### config.mk
export PLATFORM = sky130hd
export DESIGN_NAME = alu_operand_stage
export DESIGN_NICKNAME = d
export VERILOG_FILES = /design/src/rtl/alu_pkg.sv /design/src/rtl/ex_skid_buffer.sv /design/src/rtl/alu_operand_stage.sv
export SDC_FILE = /design/constraint.sdc
export NUM_CORES = 1
export LEC_CHECK = 0
export ABC_AREA = 1
export CAP_MARGIN = 30
export CORE_UTILIZATION = 53
export DETAILED_ROUTE_END_ITERATION = 8
export PLACE_DENSITY = 0.87
export SYNTH_ARGS = -nofsm -noshare
export SYNTH_HDL_FRONTEND = slang
export SYNTH_SLANG_ARGS = --single-unit
### constraint.sdc
create_clock -name clk -period 3.7 [get_ports clk]
set_input_delay 0.74 -clock clk [delete_from_list [all_inputs] [get_ports clk]]
set_output_delay 0.74 -clock clk [all_outputs]
set_load 0.005 [all_outputs]
### src/rtl/alu_pkg.sv
// Shared ALU definitions: control codes, operand select encodings and the
// buffered operand-stage entry payload.
package alu_pkg;

  localparam int unsigned ALU_DATA_W = 32;
  localparam int unsigned ALU_REG_AW = 5;
  localparam int unsigned ALU_CTRL_W = 4;

  localparam logic [ALU_CTRL_W-1:0] ALU_ADD  = 4'h0;
  localparam logic [ALU_CTRL_W-1:0] ALU_ADDU = 4'h1;
  localparam logic [ALU_CTRL_W-1:0] ALU_SUB  = 4'h2;
  localparam logic [ALU_CTRL_W-1:0] ALU_SUBU = 4'h3;
  localparam logic [ALU_CTRL_W-1:0] ALU_AND  = 4'h4;
  localparam logic [ALU_CTRL_W-1:0] ALU_OR   = 4'h5;
  localparam logic [ALU_CTRL_W-1:0] ALU_XOR  = 4'h6;
  localparam logic [ALU_CTRL_W-1:0] ALU_NOR  = 4'h7;
  localparam logic [ALU_CTRL_W-1:0] ALU_SLT  = 4'h8;
  localparam logic [ALU_CTRL_W-1:0] ALU_SLTU = 4'h9;
  localparam logic [ALU_CTRL_W-1:0] ALU_SLL  = 4'hA;
  localparam logic [ALU_CTRL_W-1:0] ALU_SRL  = 4'hB;
  localparam logic [ALU_CTRL_W-1:0] ALU_SRA  = 4'hC;
  localparam logic [ALU_CTRL_W-1:0] ALU_LUI  = 4'hD;

  localparam logic A_SEL_RS    = 1'b0;
  localparam logic A_SEL_SHAMT = 1'b1;
  localparam logic B_SEL_RT    = 1'b0;
  localparam logic B_SEL_IMM   = 1'b1;

  typedef struct packed {
    logic [ALU_DATA_W-1:0] a;
    logic [ALU_DATA_W-1:0] b;
    logic [ALU_CTRL_W-1:0] ctrl;
    logic [ALU_REG_AW-1:0] rd;
    logic                  wr_en;
  } entry_t;

endpackage

### src/rtl/ex_skid_buffer.sv
// Generic two-entry FIFO skid buffer; slot0 is always the head so the
// output payload comes straight from a register.
module ex_skid_buffer #(
  parameter int unsigned WIDTH = 8
) (
  input  logic             clk,
  input  logic             rst_n,
  input  logic             flush,
  input  logic             in_valid,
  output logic             in_ready,
  input  logic [WIDTH-1:0] in_data,
  output logic             out_valid,
  input  logic             out_ready,
  output logic [WIDTH-1:0] out_data
);

  logic [1:0]       count, count_n;
  logic [WIDTH-1:0] slot0, slot0_n;
  logic [WIDTH-1:0] slot1, slot1_n;
  logic             rdy_q, vld_q;
  logic             accept, pop;

  assign accept    = in_valid & rdy_q & ~flush;
  assign pop       = vld_q & out_ready;
  assign in_ready  = rdy_q;
  assign out_valid = vld_q;
  assign out_data  = slot0;

  // Next occupancy and slot contents; flush overrides accept and pop.
  always_comb begin
    count_n = count;
    slot0_n = slot0;
    slot1_n = slot1;
    if (flush) begin
      count_n = 2'd0;
    end else begin
      case ({accept, pop})
        2'b10: begin
          count_n = count + 2'd1;
          if (count == 2'd0) slot0_n = in_data;
          else               slot1_n = in_data;
        end
        2'b01: begin
          count_n = count - 2'd1;
          slot0_n = slot1;
        end
        2'b11: begin
          if (count == 2'd1) begin
            slot0_n = in_data;
          end else begin
            slot0_n = slot1;
            slot1_n = in_data;
          end
        end
        default: ;
      endcase
    end
  end

  always_ff @(posedge clk or negedge rst_n) begin
    if (!rst_n) begin
      count <= 2'd0;
      slot0 <= '0;
      slot1 <= '0;
      rdy_q <= 1'b1;
      vld_q <= 1'b0;
    end else begin
      count <= count_n;
      slot0 <= slot0_n;
      slot1 <= slot1_n;
      rdy_q <= (count_n < 2'd2);
      vld_q <= (count_n != 2'd0);
    end
  end

endmodule

### src/rtl/alu_operand_stage.sv
// Decode-to-execute operand stage: forwarding resolution, A/B operand
// formation and a two-entry skid buffer in front of the ALU.
module alu_operand_stage
  import alu_pkg::*;
#(
  parameter int unsigned DATA_W = ALU_DATA_W,
  parameter int unsigned REG_AW = ALU_REG_AW
) (
  input  logic              clk,
  input  logic              rst_n,
  input  logic              flush,
  input  logic              in_valid,
  output logic              in_ready,
  input  logic [3:0]        in_alu_control,
  input  logic              in_a_sel,
  input  logic              in_b_sel,
  input  logic              in_imm_sext,
  input  logic [REG_AW-1:0] in_rs_addr,
  input  logic [REG_AW-1:0] in_rt_addr,
  input  logic [REG_AW-1:0] in_rd_addr,
  input  logic [DATA_W-1:0] in_rs_data,
  input  logic [DATA_W-1:0] in_rt_data,
  input  logic [15:0]       in_imm16,
  input  logic [4:0]        in_shamt,
  input  logic              in_wr_en,
  input  logic              fwd_ex_valid,
  input  logic [REG_AW-1:0] fwd_ex_addr,
  input  logic [DATA_W-1:0] fwd_ex_data,
  input  logic              fwd_mem_valid,
  input  logic [REG_AW-1:0] fwd_mem_addr,
  input  logic [DATA_W-1:0] fwd_mem_data,
  output logic              out_valid,
  input  logic              out_ready,
  output logic [DATA_W-1:0] alu_a,
  output logic [DATA_W-1:0] alu_b,
  output logic [3:0]        alu_control,
  output logic [REG_AW-1:0] out_rd_addr,
  output logic              out_wr_en
);

  localparam int unsigned ENTRY_W = $bits(entry_t);

  logic [DATA_W-1:0]  rs_val, rt_val, imm_ext, a_val, b_val;
  entry_t             in_entry, head;
  logic [ENTRY_W-1:0] head_bits;

  // EX result beats MEM result; register 0 is hard-wired to zero.
  function automatic logic [DATA_W-1:0] resolve(
    input logic [REG_AW-1:0] addr,
    input logic [DATA_W-1:0] rf_data,
    input logic              ex_v,
    input logic [REG_AW-1:0] ex_a,
    input logic [DATA_W-1:0] ex_d,
    input logic              mem_v,
    input logic [REG_AW-1:0] mem_a,
    input logic [DATA_W-1:0] mem_d
  );
    logic [DATA_W-1:0] val;
    val = rf_data;
    if (addr == '0)                       val = '0;
    else if (ex_v && (ex_a == addr))      val = ex_d;
    else if (mem_v && (mem_a == addr))    val = mem_d;
    return val;
  endfunction

  always_comb begin
    rs_val  = resolve(in_rs_addr, in_rs_data, fwd_ex_valid, fwd_ex_addr, fwd_ex_data,
                      fwd_mem_valid, fwd_mem_addr, fwd_mem_data);
    rt_val  = resolve(in_rt_addr, in_rt_data, fwd_ex_valid, fwd_ex_addr, fwd_ex_data,
                      fwd_mem_valid, fwd_mem_addr, fwd_mem_data);
    imm_ext = in_imm_sext ? {{(DATA_W-16){in_imm16[15]}}, in_imm16}
                          : {{(DATA_W-16){1'b0}}, in_imm16};
    a_val   = (in_a_sel == A_SEL_SHAMT) ? DATA_W'(in_shamt) : rs_val;
    b_val   = (in_b_sel == B_SEL_IMM) ? imm_ext : rt_val;
  end

  always_comb begin
    in_entry       = '0;
    in_entry.a     = ALU_DATA_W'(a_val);
    in_entry.b     = ALU_DATA_W'(b_val);
    in_entry.ctrl  = in_alu_control;
    in_entry.rd    = ALU_REG_AW'(in_rd_addr);
    in_entry.wr_en = in_wr_en;
  end

  ex_skid_buffer #(.WIDTH(ENTRY_W)) u_buf (
    .clk       (clk),
    .rst_n     (rst_n),
    .flush     (flush),
    .in_valid  (in_valid),
    .in_ready  (in_ready),
    .in_data   (in_entry),
    .out_valid (out_valid),
    .out_ready (out_ready),
    .out_data  (head_bits)
  );

  assign head        = entry_t'(head_bits);
  assign alu_a       = DATA_W'(head.a);
  assign alu_b       = DATA_W'(head.b);
  assign alu_control = head.ctrl;
  assign out_rd_addr = REG_AW'(head.rd);
  assign out_wr_en   = head.wr_en;

endmodule

Word-level counts from Yosys, hierarchy flattened

Index checks and enable logic that the tools add are counted.

RAM bits: 0
Input bits: 189
Word-level logic and storage cells: 52
Memories: 0
Latch bits: 0
Bits in read-only memories: 0
Output and inout port bits: 76
Flip-flop bits (word level): 152

Reductions and logical operators: 12
Divide/modulo/power cells: 0
Equal/unequal tests: 11
Order comparisons: 1
Bitwise operators: 4
Shift-type cells: 0
Multiply operators: 0
Multiplexer cells: 17
Add/subtract/negate cells: 2

Operators by type and width:

| operator                                             | count |
|---|---|
| 2-to-1 mux 74 bit                                    | 4 |
| 2-to-1 mux 32 bit                                    | 9 |
| case mux 74 bit (3 select lines)                     | 1 |
| case mux 74 bit (2 select lines)                     | 1 |
| equality test 5 bit                                  | 4 |
| logical NOT 5 bit                                    | 2 |
| equality test 2 x 1 -> 1 bit (second input constant) | 2 |
| equality test 2 bit (second input constant)          | 2 |
| logical AND 1 bit                                    | 4 |
| != test 2 bit (second input constant)                | 2 |
| case mux 2 bit (2 select lines)                      | 1 |
| AND reduction 4 bit                                  | 1 |
| nonzero test 2 bit                                   | 2 |
| AND 1 bit                                            | 3 |
| AND reduction 3 bit                                  | 1 |
| nonzero test 3 bit                                   | 1 |
| adder 2 x 1 -> 2 bit (second input constant)         | 1 |
| logical NOT 2 bit                                    | 1 |
| < comparator 2 bit (second input constant)           | 1 |
| 2-to-1 mux 2 bit                                     | 1 |
| != test 2 x 1 -> 1 bit (second input constant)       | 1 |
| subtractor 2 x 1 -> 2 bit (second input constant)    | 1 |
| NOT 1 bit                                            | 1 |

Logic depth before layout (Yosys ltp)

Word-level depth: 8
Gate-level depth with buffers: 14
Depth with buffers taken out: 11

By module

From an unflattened synthesis, not the netlist that was laid out.

Cell total of the unflattened synthesis: 1689
Area total of the unflattened synthesis: 10231.1 um^2

By module, submodules not included:

| module            | area an instance (um^2) | instances | sequential area each (um^2) | cells an instance |
|---|---|---|---|---|
| ex_skid_buffer    | 7562.3                  | 1         | 3804.9                      | 1071 |
| alu_operand_stage | 2668.8                  | 1         | 0.0                         | 618 |

Worst setup path after synthesis

Ideal clock, no wire load.

Path kind: input-to-reg
From: input flush
To: register u_buf.slot0[44], in the netlist u_buf.out_data[44]
Cell stages on the path: 14
Data required time: 3.580 ns
Path buffers: 3
Setup time: 0.120 ns
Arrival: 2.026 ns
Slack: 1.554 ns
Path through: inv_1 -> nand3_1 -> inv_1 -> ha_1 -> inv_1 -> nand2_1 -> o21ai_1 -> nor2_1 -> buf_4 -> buf_2 -> buf_4 -> o21ai_0 -> inv_1 -> a21oi_1

Longest elaborated chain between the ends: 5
Elaborated cells between the ends (all ways): 9
Those cells by class: eq/ne: 4; mux: 1; bitwise: 2; reduce/logical: 2

Ends and longest elaborated chain:

| item                                                                                 | RTL line                | source |
|---|---|---|
| start: declaration                                                                   | alu_operand_stage.sv:11 | `input logic flush,` |
| NOT 1 bit (no source line) (*)                                                       | -                       |  |
| AND 1 bit                                                                            | ex_skid_buffer.sv:23    | `assign accept = in_valid & rdy_q & ~flush;` |
| equality test 2 bit / equality test 2 x 1 -> 1 bit (equally long branches)           | ex_skid_buffer.sv:37    | `case ({accept, pop})` |
| != test 2 x 1 -> 1 bit (no source line) / nonzero test 3 bit (equally long branches) | -                       |  |
| AND reduction 3 bit (no source line)                                                 | -                       |  |
| end signal: assignment                                                               | ex_skid_buffer.sv:69    | `slot0 <= slot0_n;` |
| end: declaration                                                                     | ex_skid_buffer.sv:18    | `logic [WIDTH-1:0] slot0, slot0_n;` |

Mark *: on every way between the ends. The rest lies on a longest branch, timed or not.
A chain may end at the register's enable or synchronous reset.

Final worst setup path

From: input flush
To: register u_buf.slot1[51]

Longest elaborated chain between the ends: 5
Elaborated cells between the ends (all ways): 9
Those cells by class: eq/ne: 4; mux: 1; bitwise: 2; reduce/logical: 2

Ends and longest elaborated chain:

| item                                                                        | RTL line             | source |
|---|---|---|
| NOT 1 bit (no source line) (*)                                              | -                    |  |
| AND 1 bit                                                                   | ex_skid_buffer.sv:23 |  |
| equality test 2 bit                                                         | ex_skid_buffer.sv:37 |  |
| != test 2 bit (no source line) / nonzero test 2 bit (equally long branches) | -                    |  |
| AND reduction 4 bit (no source line)                                        | -                    |  |
| end signal: assignment                                                      | ex_skid_buffer.sv:70 | `slot1 <= slot1_n;` |
| end: declaration                                                            | ex_skid_buffer.sv:19 | `logic [WIDTH-1:0] slot1, slot1_n;` |

Marked as above.

==> results.md <==
- Post-route minimum period: 2730 ps
- WL/cell: 18.2 µm
- R2r setup slk: between 1000 and 1500 ps
- Final nets: 1804
- Distinct cells, synth: 27
- Peak VDD IR: between 0.0004 and 0.0005 V
- Drt first pass iters: 6
- Largest family of logic cells by synthesized area: simple AND/OR/NAND/NOR gates
- Number of remaining DRC errors: 0
- Total grt overflow: 0
- Synth Cell Area: 9480 µm²
- Mux cell area share after synthesis: 0%
- Inst Count DP: roughly 1800
- Dpl ws: 594 ps
- Arr. time, crit path: 3070 ps
- Clk_skew: 9.78 ps
- Worst setup SP type: input port
- Filler Cells Inserted: 1384
- Vias post-DR: 10400
- Post-Synth XOR/XNOR Area: 0%
- Final Hold Fails: 0
- Finished Layout Cells: 1848
- Adder-cell share of the synthesized area: 0.660%
- HPWL Detailed: between 20000 and 25000 µm
- P_leak: 6.60 nW
- Most frequent cells in the layout: nand2_1, clkdlybuf4s50_1, inv_1
- Setup CP Type: input port to register
- Compound-cell area share of the yosys netlist: 14.5%
- Ports: between 200 and 300
- Reg clk slew, reported paths: about 60 ps
- Later-pin clock latency in the skew report: roughly 430 ps
- Outcome: completed
- PwrDens: a little under 600 nW/µm²
- H-tree Lvls: 4
- Vias/cell: 5.65
- Simple logic cell fraction of the synthesized area: 32.4%
- Initial drt markers: around 1200
- Reg2reg path depth: 10
- Commonest non-fill, non-tap cell in the layout: nand2_1
- # diodes: 0
- Gpl congestion: 0.980
- Root buffer cell: clkbuf_16
- Total power draw: 7.48 mW
- Port Buffers: 264
- Syn Area/Cell: 6.83 µm²
- WP data required: 4040 ps
- Setup Fix Bufs, Post-CTS: 0
- Setup ws final: slightly below 1000 ps
- Deepest clock path buffer count: 2
- Type of the most critical hold path: input port to asynchronous set/reset pin
- Hold-fix buffers, CTS: 0
- Initial Utilization: 54.6%
- #FFs+latches synth: 152
- Vias in the first global route: a little under 10000
- Num CTS Buffers: 17
- Die area: about 18000 µm²
- # resized after CTS: 0
- Register area share after synthesis: roughly 40%
- Max_cap viols: 0
- Syn-to-layout area delta: 35.6%
- Core box area: 17400 µm²
- Total negative slack: 0 ps
- FP Rows: 48
- Initial antenna violation count: 1
- Yosys warning total: 0
- Relative slew slack: 45.0%
- Clock Sinks: 152
- Max FO, Critical Path: 38
- Layout cells sized above 1: 8.38%
- Routed WL: ~34000 µm
- Largest net degree at the start of global routing: 75
- CTS tree: yes
- Crit Reg-Reg Endpoint: u_buf.slot1[51]
- First-pass GRT wire length: 52400 µm
- Hold Slack: 273 ps
- Setup violators final: 0
- ANT nets after route: 0
- GRT Total Usage: roughly 37%
- Die Width: approximately 140 µm
- Worst-Margin Slew: slightly above 800 ps
- Syn Inst Count: 1387
- Final period utilization: 73.7%
- Net Count, Synth: roughly 1600
- Unrepaired setup endpoints after global routing: no
- Chip Height: 136 µm
- Max Freq: 367 MHz
- FF-to-FF Start: u_buf.in_ready
- Critical path capture point type: register
- Fin. max-slew vios: 0
[kinds of logic (layout without fill, tap and decap cells)]
logic type / count (synthesis) / after routing
compound gates: 229 / 229
simple gates: 716 / 716
fa+ha+maj: 5 / 5
buf+inv: 285 / 521
flops: 152 / 152
[through the flow]
stage / cell area, µm² / util (%)
final: 12800 / 74.0
after global routing: 12800 / 74.0
after CTS: 12800 / 74.0
after detailed placement: 12300 / 70.6
after global placement: 12300 / 70.6
after floorplan: 9480 / -
[power by group]
group	switching, mW	internal [mW]
Combinational	1.31	1.56
Sequential	0.417	2.42
Clock	0.762	1.01
[synthesized netlist by cell type, drive strengths merged]
| library cell | n | area, µm² |
|---|---|---|
| o21ai | 130 | 651 |
| o21bai | 2 | 15.0 |
| clkbuf | 35 | 131 |
| nand3 | 193 | 983 |
| ha | 5 | 62.6 |
| a21oi | 56 | 355 |
| buf | 50 | 285 |
| dfrtp | 151 | 3780 |
| o211ai | 2 | 15.0 |
| a2bb2oi | 37 | 324 |
| nor2 | 152 | 598 |
| inv | 200 | 751 |
| a31oi | 2 | 12.5 |
| dfstp | 1 | 26.3 |
| or2 | 38 | 238 |
| nand2 | 333 | 1250 |
[routing by layer]
layer | wire, µm | GRT usage [%] | vias up
met5 | 11 | 0 | -
met3 | 3520 | 7.78 | 101
met4 | 1370 | 15.9 | 2
met1 | 12800 | 48.1 | 4850
li1 | - | - | 4825
met2 | 16000 | 60.7 | 664
[flip-flops by register name (all words and copies together), names as in the netlist]
| signal | count |
|---|---|
| u_buf.count | 2 |
| u_buf.out_valid | 1 |
| u_buf.slot1 | 74 |
| u_buf.in_ready | 1 |
| u_buf.out_data | 74 |
[critical path, stage by stage]
cell and delay [ps]:
clkdlybuf4s50_1 580, inv_1 80, nand3_1 100, inv_1 70
ha_1 200, nand2_1 70, inv_1 40, a21oi_1 110
nand2_1 120, inv_4 350, buf_4 390, nand3_1 120
o21ai_0 90
[how the worst max path moves through the flow]
stage,cells past startpoint,end,start,slack [ps]
after CTS,13,u_buf.slot1[51],flush,1000
final,13,u_buf.slot1[51],flush,970
after detailed placement,13,u_buf.slot1[51],flush,590
after global placement,13,u_buf.slot1[51],flush,650
after floorplan,14,u_buf.out_data[44],flush,1550
after global routing,12,u_buf.slot1[51],flush,820
[area by class of cell]
type                       instances  area (µm²)  share of cell area [%]
multi-input combinational        950        4520                    35.2
sequential                       152        3800                    29.6
timing repair buffer             289        2890                    22.5
inverter                         200         753                    5.86
clock buffer                      17         425                    3.31
tap                              225         282                    2.19
clock inverter                    15         166                    1.30
Power figures use the tool's default switching activity.
